### config.mk
export PLATFORM = sky130hd
export DESIGN_NAME = mod_sin_adder
export DESIGN_NICKNAME = d
export VERILOG_FILES = /design/src/rtl/mod_sin_adder_pkg.sv /design/src/rtl/mod_sin_adder_shift_mul.sv /design/src/rtl/mod_sin_adder.sv
export SDC_FILE = /design/constraint.sdc
export NUM_CORES = 1
export LEC_CHECK = 0
export CAP_MARGIN = 20
export CELL_PAD_IN_SITES_DETAIL_PLACEMENT = 2
export CELL_PAD_IN_SITES_GLOBAL_PLACEMENT = 2
export CORE_UTILIZATION = 34
export CTS_BUF_LIST = sky130_fd_sc_hd__clkbuf_4
export DETAILED_ROUTE_END_ITERATION = 8
export GPL_TIMING_DRIVEN = 1
export PLACE_DENSITY = 0.9
export RECOVER_POWER = 100
export SYNTH_ARGS = -nofsm -noshare
export SYNTH_HDL_FRONTEND = slang
export SYNTH_SLANG_ARGS = --single-unit
### constraint.sdc
create_clock -name clk -period 4.25 [get_ports clk]
set_clock_uncertainty 0.1 [all_clocks]
set_input_delay 0.85 -clock clk [delete_from_list [all_inputs] [get_ports clk]]
set_output_delay 0.85 -clock clk [all_outputs]
set_load 0.02 [all_outputs]
### src/rtl/mod_sin_adder_pkg.sv
// Shared constants for the single-add responder: FSM state encoding, default widths
// and the accumulator saturation bounds.
package mod_sin_adder_pkg;

  localparam logic [1:0] ST_IDLE = 2'd0;
  localparam logic [1:0] ST_MUL  = 2'd1;
  localparam logic [1:0] ST_ACC  = 2'd2;
  localparam logic [1:0] ST_DONE = 2'd3;

  localparam int DEF_DATA_W   = 8;
  localparam int DEF_WEIGHT_W = 8;
  localparam int DEF_ACC_W    = 20;

  // Bounds are returned in 64 bits; callers keep the low accW bits.
  function automatic logic [63:0] satMax(input int accW);
    return (64'd1 << (accW - 1)) - 64'd1;
  endfunction

  function automatic logic [63:0] satMin(input int accW);
    return ~satMax(accW);
  endfunction

endpackage

### src/rtl/mod_sin_adder_shift_mul.sv
// Serial unsigned shift-add multiplier: one multiplier bit per cycle, LSB first.
// lastStep flags the cycle whose edge completes the product.
module mod_shift_mul #(
  parameter int A_W = 8,
  parameter int B_W = 8
) (
  input  logic               clk,
  input  logic               rst,
  input  logic               start,
  input  logic [A_W-1:0]     aMag,
  input  logic [B_W-1:0]     bMag,
  output logic [A_W+B_W-1:0] product,
  output logic               lastStep
);

  localparam int P_W = A_W + B_W;
  localparam int CNT_W = (B_W > 1) ? $clog2(B_W) : 1;
  localparam logic [CNT_W-1:0] LAST_CNT = CNT_W'(B_W - 1);

  logic [A_W-1:0]   aMag_r;
  logic [B_W-1:0]   bMag_r;
  logic [CNT_W-1:0] cnt_r;
  logic             busy_r;
  logic [P_W-1:0]   addend_s;

  assign lastStep = busy_r && (cnt_r == LAST_CNT);
  assign addend_s = P_W'(aMag_r) << cnt_r;

  // Operand latch, bit counter and partial-product accumulation.
  always_ff @(posedge clk or negedge rst) begin
    if (!rst) begin
      aMag_r  <= {A_W{1'b0}};
      bMag_r  <= {B_W{1'b0}};
      cnt_r   <= {CNT_W{1'b0}};
      busy_r  <= 1'b0;
      product <= {P_W{1'b0}};
    end else if (start) begin
      aMag_r  <= aMag;
      bMag_r  <= bMag;
      cnt_r   <= {CNT_W{1'b0}};
      busy_r  <= 1'b1;
      product <= {P_W{1'b0}};
    end else if (busy_r) begin
      if (bMag_r[cnt_r]) begin
        product <= product + addend_s;
      end else begin
        product <= product;
      end
      cnt_r  <= cnt_r + {{(CNT_W-1){1'b0}}, 1'b1};
      busy_r <= !lastStep;
    end else begin
      product <= product;
    end
  end

endmodule

### src/rtl/mod_sin_adder.sv
// Single-add responder: signed multiply via mod_shift_mul, accumulate, four-phase done.
// Define SIN_ADDER_SAT_EN for saturating accumulation with a sticky satFlag.
module mod_sin_adder
  import mod_sin_adder_pkg::*;
#(
  parameter int DATA_W   = DEF_DATA_W,
  parameter int WEIGHT_W = DEF_WEIGHT_W,
  parameter int ACC_W    = DEF_ACC_W
) (
  input  logic                       clk,
  input  logic                       rst,
  input  logic                       startAdd,
  input  logic signed [DATA_W-1:0]   inVal,
  input  logic signed [WEIGHT_W-1:0] weight,
  input  logic                       clrAcc,
  output logic                       sinAddFin,
  output logic signed [ACC_W-1:0]    accOut,
  output logic                       satFlag
);

  localparam int PROD_W = DATA_W + WEIGHT_W;
`ifdef SIN_ADDER_SAT_EN
  localparam int EXT_W = ACC_W + 1;
  localparam logic [63:0] SAT_MAX_64 = satMax(ACC_W);
  localparam logic [63:0] SAT_MIN_64 = satMin(ACC_W);
  localparam logic [ACC_W-1:0] SAT_MAX = SAT_MAX_64[ACC_W-1:0];
  localparam logic [ACC_W-1:0] SAT_MIN = SAT_MIN_64[ACC_W-1:0];
  logic [EXT_W-1:0] sumExt_s;
  logic             satHit_s;
`else
  localparam int EXT_W = ACC_W;
`endif

  logic [1:0]          state_r;
  logic                neg_r;
  logic                accept_s;
  logic                mulLast_s;
  logic [DATA_W-1:0]   inMag_s;
  logic [WEIGHT_W-1:0] wMag_s;
  logic [PROD_W-1:0]   product_s;
  logic [EXT_W-1:0]    prodExt_s;
  logic [EXT_W-1:0]    signedProd_s;
  logic [ACC_W-1:0]    accNext_s;

  assign accept_s = (state_r == ST_IDLE) && startAdd;

  // Operand magnitudes; the most negative value maps to its unsigned magnitude.
  always_comb begin
    if (inVal[DATA_W-1]) begin
      inMag_s = -inVal;
    end else begin
      inMag_s = inVal;
    end
    if (weight[WEIGHT_W-1]) begin
      wMag_s = -weight;
    end else begin
      wMag_s = weight;
    end
  end

  mod_shift_mul #(
    .A_W(DATA_W),
    .B_W(WEIGHT_W)
  ) uMul (
    .clk     (clk),
    .rst     (rst),
    .start   (accept_s),
    .aMag    (inMag_s),
    .bMag    (wMag_s),
    .product (product_s),
    .lastStep(mulLast_s)
  );

  // Signed product and next accumulator value (wrapped or clamped).
  always_comb begin
    prodExt_s = EXT_W'(product_s);
    if (neg_r) begin
      signedProd_s = -prodExt_s;
    end else begin
      signedProd_s = prodExt_s;
    end
`ifdef SIN_ADDER_SAT_EN
    sumExt_s = {accOut[ACC_W-1], accOut} + signedProd_s;
    if (sumExt_s[ACC_W] != sumExt_s[ACC_W-1]) begin
      satHit_s = 1'b1;
      if (sumExt_s[ACC_W]) begin
        accNext_s = SAT_MIN;
      end else begin
        accNext_s = SAT_MAX;
      end
    end else begin
      satHit_s  = 1'b0;
      accNext_s = sumExt_s[ACC_W-1:0];
    end
`else
    accNext_s = accOut + signedProd_s;
`endif
  end

  // Handshake FSM, sign latch and accumulator.
  always_ff @(posedge clk or negedge rst) begin
    if (!rst) begin
      state_r   <= ST_IDLE;
      neg_r     <= 1'b0;
      sinAddFin <= 1'b0;
      accOut    <= {ACC_W{1'b0}};
    end else begin
      case (state_r)
        ST_IDLE: begin
          if (clrAcc) begin
            accOut <= {ACC_W{1'b0}};
          end
          if (startAdd) begin
            neg_r   <= inVal[DATA_W-1] ^ weight[WEIGHT_W-1];
            state_r <= ST_MUL;
          end
        end
        ST_MUL: begin
          if (mulLast_s) begin
            state_r <= ST_ACC;
          end
        end
        ST_ACC: begin
          accOut    <= accNext_s;
          sinAddFin <= 1'b1;
          state_r   <= ST_DONE;
        end
        ST_DONE: begin
          if (!startAdd) begin
            sinAddFin <= 1'b0;
            state_r   <= ST_IDLE;
          end
        end
        default: begin
          sinAddFin <= 1'b0;
          state_r   <= ST_IDLE;
        end
      endcase
    end
  end

`ifdef SIN_ADDER_SAT_EN
  // Sticky saturation indicator, cleared together with the accumulator.
  always_ff @(posedge clk or negedge rst) begin
    if (!rst) begin
      satFlag <= 1'b0;
    end else if ((state_r == ST_IDLE) && clrAcc) begin
      satFlag <= 1'b0;
    end else if ((state_r == ST_ACC) && satHit_s) begin
      satFlag <= 1'b1;
    end else begin
      satFlag <= satFlag;
    end
  end
`else
  assign satFlag = 1'b0;
`endif

endmodule

---- After elaboration in Yosys (flattened, before gate mapping) ----
Cells that the tools add are included.
W data, S select, Z words.
cells by class
  $add $sub $neg .......................... 6
  magnitude comparators ................... 1
  equality and inequality tests ........... 8
  shift operators ......................... 1
  muxes and demuxes ....................... 20
  bitwise logic cells ..................... 1
  reductions and logical operators ........ 13
operators with widths
  kind                   number
  $mux W16               3
  $mux W20               2
  $pmux W20 S2           1
  $add A20 B20 Y20       1
  $neg A16 Y20           1
  $add A16 B16 Y16       1
  $mux W8                2
  $neg A8 Y8             2
  $shl A8 B3 Y16         1
  $pmux W2 S4            1
  $reduce_and A2 Y1      4
  $reduce_bool A2 Y1     4
  $mux W2                3
  $mux W3                2
  $ne A2 B2 Y1 const B   3
  $eq A2 B2 Y1 const B   2
  $lt A3 B4 Y1 const B   1
  $mux W1                4
  $add A3 B1 Y3 const B  1
  $bmux W1 S3            1
  $eq A3 B3 Y1 const B   1
  $reduce_and A3 Y1      1
  $eq A2 B1 Y1 const B   1
  $logic_and A1 B1 Y1    2
  other kinds (5)        5
storage, ports and cells
  register bits after elaboration ......... 60
  bits of input ports ..................... 20
  output and inout port bits .............. 22
  logic and storage cells ................. 59

---- Logic depth before layout (Yosys ltp) ----
  depth in word-level cells ............... 5
  mapped depth ............................ 16
  mapped depth without buffers ............ 16

---- By module ----
From an unflattened synthesis, not the netlist that was laid out.
unflattened totals
  cell total of the unflattened synthesis .. 581
  area, all modules ....................... 5059.9 um2
modules (own cells, without submodules)
  module         instances  cells each  area each (um2)  seq. area each (um2)
  mod_shift_mul  1          272         2562.5           900.9
  mod_sin_adder  1          309         2497.4           600.6

---- Worst setup path before layout ----
Ideal clock, no wire load.
  kind .................................... register -> register
  start point ............................. reg uMul.product[4]
  end point ............................... reg accOut[19]
  library setup time ...................... 0.129 ns
  data arrival time ....................... 3.978 ns
  data required time ...................... 4.021 ns
  slack ................................... 0.043 ns
  stages on the path, launching flop included .. 13
  path buffers ............................ 0
  period minus slack after synthesis ...... 4.207 ns
  cell sequence ........................... dfrtp_1 -> or4_4 -> or3_2 -> or4_1 -> o41ai_1 -> xnor2_1 -> ha_1 -> nand4_1 -> or3_1 -> o31a_1 -> and3_2 -> a2111oi_2 -> nor2_1
on the way
  longest elaborated chain between the ends .. 4
ends and longest elaborated chain
  what                    RTL line                       RTL
  start, declared         mod_sin_adder_shift_mul.sv:12  output logic [A_W+B_W-1:0] product,
  start signal, assigned  mod_sin_adder_shift_mul.sv:36  product <= {P_W{1'b0}};
  start signal, assigned  mod_sin_adder_shift_mul.sv:42  product <= {P_W{1'b0}};
  start signal, assigned  mod_sin_adder_shift_mul.sv:45  product <= product + addend_s;
  $neg A16 Y20            mod_sin_adder.sv:78            signedProd_s = -prodExt_s;
  $mux W20 *              mod_sin_adder.sv:77            if (neg_r) begin
  $add A20 B20 Y20 *      mod_sin_adder.sv:96            accNext_s = accOut + signedProd_s;
  $pmux W20 S2 *          mod_sin_adder.sv:108           case (state_r)
  end signal, assigned    mod_sin_adder.sv:106           accOut <= {ACC_W{1'b0}};
  end signal, assigned    mod_sin_adder.sv:111           accOut <= {ACC_W{1'b0}};
  end signal, assigned    mod_sin_adder.sv:124           accOut <= accNext_s;
  end, declared           mod_sin_adder.sv:17            output logic signed [ACC_W-1:0] accOut,
Every way passes the cells marked *; elsewhere a longest branch is shown, timed or not.
A chain may end at the register's enable or synchronous reset.

---- Final worst setup path ----
  start point ............................. reg uMul.product[6]
  end point ............................... reg accOut[19]
Same word-level chain as after synthesis.

==> impl_metrics.env <==
export IMPL_clk_path_buf_depth=2
export IMPL_pwr_share_comb_pct=70.9
export IMPL_hold_buffers=0
export IMPL_synth_main_ff_cell="dfrtp_1"
export IMPL_grt_setup_unrepaired="false"
export IMPL_ios=42
export IMPL_fmax_mhz=242
export IMPL_criticalPathCategory="flop to flop"
export IMPL_multi_input_area_um2=3230
export IMPL_met1_usage_pct=22.5
export IMPL_num_antenna_cells=0
export IMPL_fillCellCount=1588
export IMPL_numCtsBuffers=9
export IMPL_gr_total_overflow=0
export IMPL_vias=4408
export IMPL_end_kind="flop"
export IMPL_cp_arrival_ps=4380
export IMPL_outcome="finished, violations left"
export IMPL_cp_required_ps=4510
export IMPL_ys_seq_area_share_pct=31.0
export IMPL_placed_cell_area_um2=5500
export IMPL_final_instance_count_excl_fill=794
export IMPL_drv_cap=1
export IMPL_ant_nets=0
export IMPL_seq_power_share_pct=21.0
export IMPL_violations="capacitance limit, slew limit"
export IMPL_crit_fanout=3
export IMPL_clock_sinks=60
export IMPL_p_sw_mw=2.64
export IMPL_rrSetupSlack_ps=130
export IMPL_grt_max_degree=37
export IMPL_setup_viol=0
export IMPL_ys_types=60
export IMPL_total_power_mw=5.13
export IMPL_portBuffers=40
export IMPL_antenna_found_initial=0
export IMPL_async_flop_share_pct=100
export IMPL_fin_crit_sh_pct=97.0
export IMPL_wl_per_cell_um=18.8
export IMPL_first_pass_iters=4
export IMPL_hold_viol=0
export IMPL_nNetsFinal=676
export IMPL_h_tree_depth=3
export IMPL_fin_setup_tns_ps=0
export IMPL_grt_pass1_wl_um=24600
export IMPL_grt_busiest_layer="met2"
export IMPL_rows=43
export IMPL_dp_cells=772
export IMPL_grt_usage_pct=21.8
export IMPL_seq_area_um2=1500
export IMPL_areaGrowthSynthToFinish_pct=17.9
export IMPL_start_kind="flop"
export IMPL_clock_root_buffer="clkbuf_4"
export IMPL_max_vdd_ir_drop_mv=0.186
export IMPL_syn_num_nets=628
export IMPL_drt_wl_total_um=14900
export IMPL_reg2reg_depth=12
export IMPL_synth_cells=561
export IMPL_whs_path_depth=2
export IMPL_final_util_pct=41.2
export IMPL_dieArea_um2=14700
export IMPL_grt_pass1_vias=4937
export IMPL_coreArea_um2=13900
export IMPL_dp_slack_ps=-257
export IMPL_clock_latency_ps=460
export IMPL_swShare_pct=51.4
export IMPL_clockPowerShare_pct=8.1
export IMPL_drt_iter0_markers=185
export IMPL_clk_pin_slew_worst_paths_ps=110
export IMPL_finalWorstSetupSlack_ps=126
export IMPL_ys_ff_latch=60
export IMPL_synth_cell_area_um2=4850
export IMPL_use_met3_pct=4.79
export IMPL_hpwl_um=11800
export IMPL_drc=0
export IMPL_worst_slew_pin_slew_ps=1990
export IMPL_internal_power_mw=2.49
export IMPL_grtUsageMet2_pct=42.0
export IMPL_p_leak_nw=2.64
export IMPL_synth_edf_count=0
export IMPL_maxSlewViolCount=37
export IMPL_die_h_um=121
export IMPL_hold_slack_ps=392
export IMPL_ys_warn_count=0
export IMPL_place_congestion=0.879
export IMPL_hold_path_class="flop to flop"
export IMPL_cts_tree="yes"
export IMPL_p_per_area_nw_per_um2=897
export IMPL_drive_above_1_share_pct=9.12
export IMPL_final_area_um2=5710
export IMPL_die_w_um=121
export IMPL_routed_via_density=5.55
export IMPL_start_util_pct=34.9
export IMPL_avgSynthCellArea_um2=8.64
export IMPL_post_route_min_period_ps=4120
export IMPL_slew_headroom_pct=-32.9
==> final timing paths <==
kind                                                  start                         end
worst max register to register  uMul.product[6]$_DFFE_PN0P_      accOut[19]$_DFFE_PN0P_
max in group asynchronous                               rst  uMul.bMag_r[7]$_DFFE_PN0P_
worst min-delay path             uMul.bMag_r[3]$_DFFE_PN0P_  uMul.bMag_r[3]$_DFFE_PN0P_
worst min register to register   uMul.bMag_r[3]$_DFFE_PN0P_  uMul.bMag_r[3]$_DFFE_PN0P_
min in group asynchronous                               rst      accOut[17]$_DFFE_PN0P_
worst max-delay path            uMul.product[6]$_DFFE_PN0P_      accOut[19]$_DFFE_PN0P_
==> per-layer routing <==
layer	up-vias	share of wire, %	wire (um)
li1	2105	-	-
met1	2204	40	5970
met2	70	55	8170
met3	29	2.6	388
met4	0	2.7	398
met5	-	0	0
==> power by group through the flow <==
| stage | Clock (mW) | Combinational, mW | Sequential (mW) |
|---|---|---|---|
| CTS | 0.431 | 3.67 | 1.08 |
| finish | 0.417 | 3.63 | 1.07 |
| detailed placement | 0 | 3.54 | 1.09 |
| global placement | 0 | 3.24 | 1.05 |
| floorplan | 0 | 2.44 | 1.07 |
| global route | 0.455 | 4.01 | 1.11 |
==> flip-flops by register name, indices dropped and copies added (netlist names) <==
| signal | flops |
|---|---|
| uMul.bMag_r | 8 |
| sinAddFin | 1 |
| neg_r | 1 |
| uMul.cnt_r | 3 |
| accOut | 20 |
| uMul.product | 16 |
| state_r | 2 |
| uMul.aMag_r | 8 |
| uMul.busy_r | 1 |
==> layout make-up <==
class	count	area share (%)
well taps	180	3.94
clock inverters	6	0.963
multi-input cells	453	56.5
flip-flops and latches	60	26.3
inverters	22	1.45
clock buffers	10	1.31
repair buffers	63	9.59
==> placed cells by master, fill, tap and decap left out, types with 3 or more instances in the layout <==
cell type / count
o21ai_0: 51
clkbuf_1: 6
mux2_2: 3
clkdlybuf4s50_1: 17
ha_1: 42
nor2b_1: 4
clkbuf_4: 12
or3_1: 5
a32o_1: 4
a21oi_1: 32
or4_4: 3
xor2_1: 18
inv_1: 21
mux2i_1: 19
nand4_1: 3
nor3_1: 10
nand3_1: 11
buf_4: 16
a31oi_1: 3
a21o_1: 12
dlygate4sd3_1: 22
o31a_1: 4
and2_1: 6
nand2_1: 62
o21a_1: 5
nor2_1: 48
o31ai_1: 4
dfrtp_1: 60
o22ai_1: 4
ha_2: 3
o41ai_1: 3
nand2b_1: 7
xnor2_1: 34
mux2_1: 3
==> worst max-delay path, cell delays in order, from the launching register on <==
cell and delay, ps:
dfrtp_1 400, or4_4 540, or3_4 350, or4_4 460, clkbuf_4 160, o31a_1 290, ha_1 320, nand3_2 110
or3_4 390, o31a_1 290, and3_2 220, a2111oi_2 320, nor2_1 80
==> repair_timing <==
item                                    CTS  global route
gates resized for setup                   7             9
endpoints found under the setup margin    2             2
pin swaps                                 3             2
setup buffers                             6             0
gates cloned                              0             0
==> cells by family after synthesis <==
logic type	synth area share, %
mux	6.24
other cells	0.0773
simple gates	16.8
compound gates	20.3
buf+inv	3.79
xor+xnor	9.39
fa+ha+maj	12.4
flops	31.0
==> cells in the mapped netlist, types with 5 or more instances <==
library cell / instances / area [um^2]
a21o_1: 12 / 90.1
a21oi_1: 33 / 165
and2_1: 7 / 43.8
clkbuf_1: 21 / 78.8
dfrtp_1: 60 / 1500
ha_1: 45 / 563
inv_1: 21 / 78.8
mux2_2: 6 / 67.6
mux2i_1: 19 / 190
nand2_1: 62 / 233
nand2b_1: 7 / 43.8
nand3_1: 12 / 60.1
nor2_1: 48 / 180
nor3_1: 10 / 50.1
o21a_1: 5 / 37.5
o21ai_0: 53 / 265
o31ai_1: 5 / 37.5
or3_1: 6 / 37.5
xnor2_1: 34 / 298
xor2_1: 18 / 158
Note: power is estimated with default switching activity, not from simulation.
